--- src/rtl/branch_resolve_unit_pkg.sv ---
// Shared definitions for the branch resolve unit: default widths,
// condition codes and FSM state encoding.
package branch_resolve_unit_pkg;

  localparam int DATA_W_DEF       = 18;
  localparam int OFF_W_DEF        = 10;
  localparam int FLUSH_CYCLES_DEF = 2;

  typedef enum logic [2:0] {
    COND_AL = 3'b000,
    COND_EQ = 3'b001,
    COND_NE = 3'b010,
    COND_LT = 3'b011,
    COND_GT = 3'b100,
    COND_LE = 3'b101,
    COND_GE = 3'b110,
    COND_NV = 3'b111
  } cond_t;

  typedef enum logic [1:0] {
    ST_IDLE    = 2'b00,
    ST_RESOLVE = 2'b01,
    ST_FLUSH   = 2'b10
  } state_t;

endpackage

--- src/rtl/branch_resolve_unit_cond_eval.sv ---
// Combinational branch condition evaluation against the {gt,lt,eq} flags.
// Multi-bit or empty flag patterns are evaluated literally.
module branch_cond_eval
  import branch_resolve_unit_pkg::*;
(
  input  logic [2:0] cond,
  input  logic [2:0] flags,
  output logic       taken
);

  logic gt, lt, eq;

  assign gt = flags[2];
  assign lt = flags[1];
  assign eq = flags[0];

  always_comb begin
    taken = 1'b0;
    case (cond)
      COND_AL: taken = 1'b1;
      COND_EQ: taken = eq;
      COND_NE: taken = ~eq;
      COND_LT: taken = lt;
      COND_GT: taken = gt;
      COND_LE: taken = lt | eq;
      COND_GE: taken = gt | eq;
      COND_NV: taken = 1'b0;
      default: taken = 1'b0;
    endcase
  end

endmodule

--- src/rtl/branch_resolve_unit.sv ---
// Branch resolve unit: accepts one branch at a time, decides it against the
// flag register, produces the next PC and holds flush after taken branches.
module branch_resolve_unit
  import branch_resolve_unit_pkg::*;
#(
  parameter int DATA_W       = DATA_W_DEF,
  parameter int OFF_W        = OFF_W_DEF,
  parameter int FLUSH_CYCLES = FLUSH_CYCLES_DEF
) (
  input  logic              clk,
  input  logic              rst,
  input  logic              gt,
  input  logic              lt,
  input  logic              eq,
  input  logic              flag_we,
  input  logic              br_valid,
  output logic              br_ready,
  input  logic [2:0]        br_cond,
  input  logic [DATA_W-1:0] pc,
  input  logic [OFF_W-1:0]  offset,
  output logic              res_valid,
  output logic              taken,
  output logic [DATA_W-1:0] target,
  output logic              flush,
  output logic [2:0]        flags
);

  state_t            state;
  logic [2:0]        flag_reg;
  logic [2:0]        cond_q;
  logic [DATA_W-1:0] pc_q;
  logic [OFF_W-1:0]  off_q;
  logic [2:0]        flush_cnt;
  logic              cond_taken;
  logic              in_resolve;
  logic [DATA_W-1:0] off_ext;
  logic [DATA_W-1:0] target_taken;
  logic [DATA_W-1:0] target_seq;

  branch_cond_eval u_cond_eval (
    .cond  (cond_q),
    .flags (flag_reg),
    .taken (cond_taken)
  );

  assign off_ext      = {{(DATA_W-OFF_W){off_q[OFF_W-1]}}, off_q};
  assign target_taken = pc_q + off_ext;
  assign target_seq   = pc_q + DATA_W'(1);

  // The decision reads the flag register live during RESOLVE, so a CMP in
  // the accept cycle is seen and one in the RESOLVE cycle is not.
  assign in_resolve = (state == ST_RESOLVE);
  assign res_valid  = in_resolve;
  assign taken      = in_resolve & cond_taken;
  assign target     = in_resolve ? (cond_taken ? target_taken : target_seq) : '0;
  assign flush      = (state == ST_FLUSH);
  assign flags      = flag_reg;
  assign br_ready   = (state == ST_IDLE) & ~rst;

  always_ff @(posedge clk or posedge rst) begin
    if (rst) begin
      state     <= ST_IDLE;
      flag_reg  <= 3'b000;
      cond_q    <= 3'b000;
      pc_q      <= '0;
      off_q     <= '0;
      flush_cnt <= 3'd0;
    end else begin
      if (flag_we) begin
        flag_reg <= {gt, lt, eq};
      end
      case (state)
        ST_IDLE: begin
          if (br_valid) begin
            cond_q <= br_cond;
            pc_q   <= pc;
            off_q  <= offset;
            state  <= ST_RESOLVE;
          end
        end
        ST_RESOLVE: begin
          if (cond_taken) begin
            flush_cnt <= 3'(FLUSH_CYCLES - 1);
            state     <= ST_FLUSH;
          end else begin
            state <= ST_IDLE;
          end
        end
        ST_FLUSH: begin
          if (flush_cnt == 3'd0) begin
            state <= ST_IDLE;
          end else begin
            flush_cnt <= flush_cnt - 3'd1;
          end
        end
        default: state <= ST_IDLE;
      endcase
    end
  end

endmodule

--- config.mk ---
export PLATFORM = sky130hd
export DESIGN_NAME = branch_resolve_unit
export DESIGN_NICKNAME = d
export VERILOG_FILES = /design/src/rtl/branch_resolve_unit_pkg.sv /design/src/rtl/branch_resolve_unit_cond_eval.sv /design/src/rtl/branch_resolve_unit.sv
export SDC_FILE = /design/constraint.sdc
export NUM_CORES = 1
export LEC_CHECK = 0
export BUFFER_PORTS_ARGS = -buffer_cell sky130_fd_sc_hd__buf_2
export CAP_MARGIN = 10
export CORE_MARGIN = 4
export CORE_UTILIZATION = 49
export DETAILED_ROUTE_END_ITERATION = 8
export PLACE_DENSITY = 0.75
export SLEW_MARGIN = 15
export SYNTH_ARGS = -nofsm -noshare
export SYNTH_HDL_FRONTEND = slang
export SYNTH_SLANG_ARGS = --single-unit
export TNS_END_PERCENT = 100
--- constraint.sdc ---
create_clock -name clk -period 3 [get_ports clk]
set_clock_uncertainty 0.05 [all_clocks]
set_input_delay 0.6 -clock clk [delete_from_list [all_inputs] [get_ports clk]]
set_output_delay 0.6 -clock clk [all_outputs]
set_load 0.1 [all_outputs]
==> impl_metrics.json <==
{
  "status": "finished with violations",
  "violations": "setup timing",
  "grt_overflow": 0,
  "fmax_mhz": 246,
  "clk_latency_ns": 0.30,
  "layout_min_cycle_time_ns": 4.07,
  "hold_path.class": "input pin to async pin",
  "antenna_found_initial": 0,
  "maxCapViolations": 0,
  "synthArstFlopShare_pct": 100,
  "netlist_area_um2": 2640,
  "tightest_slew_ns": 0.727,
  "dp_hpwl_um": 5330,
  "synth_area_per_cell_um2": 10.0,
  "setup_viol": 17,
  "gp_congestion": 0.868,
  "rows": 26,
  "track_usage_pct": 26.4,
  "numCtsBuffers": 5,
  "cts_sinks": 39,
  "synth.area.top_cells": "dfrtp_1 (37%), mux2_2 (15%), ha_1 (10%)",
  "r2r_slack_ns": 0.77,
  "ios": 63,
  "hold_viol_final": 0,
  "diodes": 0,
  "drc_errors": 0,
  "grt_pass1_wl_um": 13200,
  "routed_wl_um": 9890,
  "area_growth_pct": 69.6,
  "ant_nets": 0,
  "wl_per_cell_um": 21.6,
  "initial_core_util_pct": 51.0,
  "vias_per_cell": 5.99,
  "drive_gt1_share_pct": 65.6,
  "yosys_warnings": 0,
  "final_nets": 447,
  "post-route-period-util_pct": 136,
  "synth_edf_count": 0,
  "coreArea_um2": 5170,
  "dieWidth_um": 81.4,
  "area.sequential_um2": 988,
  "slew_headroom_pct": 51.5,
  "r2r_end": "flush_cnt[0]",
  "multiInputGateArea_um2": 2180,
  "die_area_um2": 6620,
  "drt_iter0_markers": 262,
  "synthesis.nets": 324,
  "cts_buffer_depth": 2,
  "grt_pass1_vias": 2717,
  "reg2regPathDepth": 9,
  "dp_cells": 435,
  "finalWorstSetupSlack_ns": -1.07,
  "drv_slew": 0,
  "crit_type": "register to primary output",
  "synthCells": 263,
  "dominantRegCellSynth": "dfrtp_1",
  "yosysSeqAreaShare_pct": 37.0,
  "ys_types": 45,
  "dr_total_vias": 2736,
  "clk_pin_slew_ns": 0.09,
  "pre_cts_slack_ns": -0.724,
  "endpoint_kind": "primary output",
  "rsz0062_at_grt": "yes",
  "firstDrtPassIters": 4,
  "ys_ff_latch": 39,
  "grt_max_degree": 25,
  "cts-root-buf": "clkbuf_8",
  "worstReg2RegStart": "flags[0]",
  "critPathMaxFanout": 5,
  "cts_htree_levels": 2,
  "hold_slack_ns": 0.358,
  "die_h_um": 81.4,
  "port_buffers": 62,
  "final_cells": 457,
  "cts_tree": "yes",
  "cp-start-kind": "register",
  "worst_ep_required_time_ns": 2.35,
  "nFillCells": 234,
  "arrival_ns": 3.42,
  "synth_top_area_share_pct": 37.0,
  "synth_top_cell_by_area": "dfrtp_1"
}
placed cells by master (no fill, tap or decap), types with 3 or more instances in the layout:
master and instances:
and2_4 7, and2_1 5, a21o_1 5, mux2_2 35
nor2_4 13, dfrtp_1 35, a21oi_1 8, nor2_1 5
a21oi_2 6, nand2_1 13, dfrtp_4 3, inv_1 14
nand2b_1 5, o21ai_4 3, buf_2 44, buf_4 57
buf_6 4, o21ai_1 7, o21ai_2 5, xnor2_2 4
ha_4 10, buf_12 17, nand3_1 3, ha_1 10
clkbuf_8 5
worst max path at each step:
stage | from | end | slack (ns) | cells after the start
global placement | flags[0] | target[12] | -0.60 | 13
global route | flags[0] | target[16] | -1.24 | 13
floorplan | flags[2] | target[16] | -0.95 | 13
detailed placement | cond_q[2] | target[10] | -0.72 | 14
CTS | cond_q[2] | target[16] | -0.99 | 14
finish | cond_q[2] | target[10] | -1.07 | 14
final cells by class:
| class | instances | area share, % |
|---|---|---|
| clock buffer | 5 | 1.54 |
| clock inverter | 3 | 0.979 |
| inverter | 16 | 1.40 |
| multi-input combinational | 201 | 48.8 |
| sequential | 39 | 22.1 |
| tap | 70 | 1.96 |
| timing repair buffer | 123 | 23.3 |
state kept, by name, summed over array words and instances (netlist names):
signal,flops
cond_q,3
flush_cnt,3
state,2
flags,3
off_q,10
pc_q,18
cell usage after synthesis (2+ instances only):
master     n
mux2i_1    2
o21ai_0   11
mux2_2    35
nand4_1    2
nand2_1   14
o21a_1     2
nand2b_1   5
inv_1     16
nand3_1    5
ha_1      22
a21oi_1   16
nor3_1     2
nor3b_1    2
and3_1     2
a211oi_1   2
a31oi_1    2
dfrtp_1   39
buf_2      2
xnor2_1    6
o21ai_1    5
nor2b_1    3
xor2_1     6
o21bai_1   2
a21o_1     5
a311oi_1   4
clkbuf_1   3
and2_1    11
nor2_1    20
metrics by stage:
stage | TNS [ns] | area (µm²) | util (%)
final | -13.95 | 4470 | 86.5
after global routing | -16.03 | 4470 | 86.5
after CTS | -12.02 | 4220 | 81.5
after detailed placement | -7.51 | 3810 | 73.7
after global placement | -6.20 | 3810 | 73.7
after floorplan | -11.07 | 2840 | -
cell families after synthesis:
logic type,count (synthesis),synth area share [%]
AO/OA/AOI/OAI,60,15.3
XOR/XNOR,12,3.98
adder cells (fa/ha/maj),23,11.2
buffers and inverters,23,3.65
flip-flops,39,37.0
multiplexers,37,15.7
AND/OR/NAND/NOR,69,13.2
metal layers:
layer / track usage, % / up-vias / routed length (µm)
li1: - / 1180 / -
met1: 30.9 / 1338 / 3550
met2: 47.2 / 157 / 5160
met3: 4.88 / 61 / 572
met4: 10.8 / 0 / 611
met5: 0 / - / 0
worst max-delay path, cell delays in order, from the launching register on:
cell and delay, ns:
dfrtp_1 0.42, inv_1 0.11, a311oi_4 0.33, o22a_2 0.24, nand2b_1 0.07, ha_2 0.18
inv_2 0.05, fa_2 0.22, nor2b_4 0.05, o31a_1 0.34, a221oi_4 0.41, o21ai_1 0.18
xnor2_2 0.20, nor2_4 0.13, buf_12 0.18
what timing repair did:
item	CTS	global route
pin swaps	15	17
setup buffers	12	4
hold buffers	0	0
setup endpoints to repair	18	19
gates resized for setup	40	40
gates cloned	0	0
Power is not shown: default switching activity piles up to over one toggle a cycle in this logic, so the estimate is an artifact.
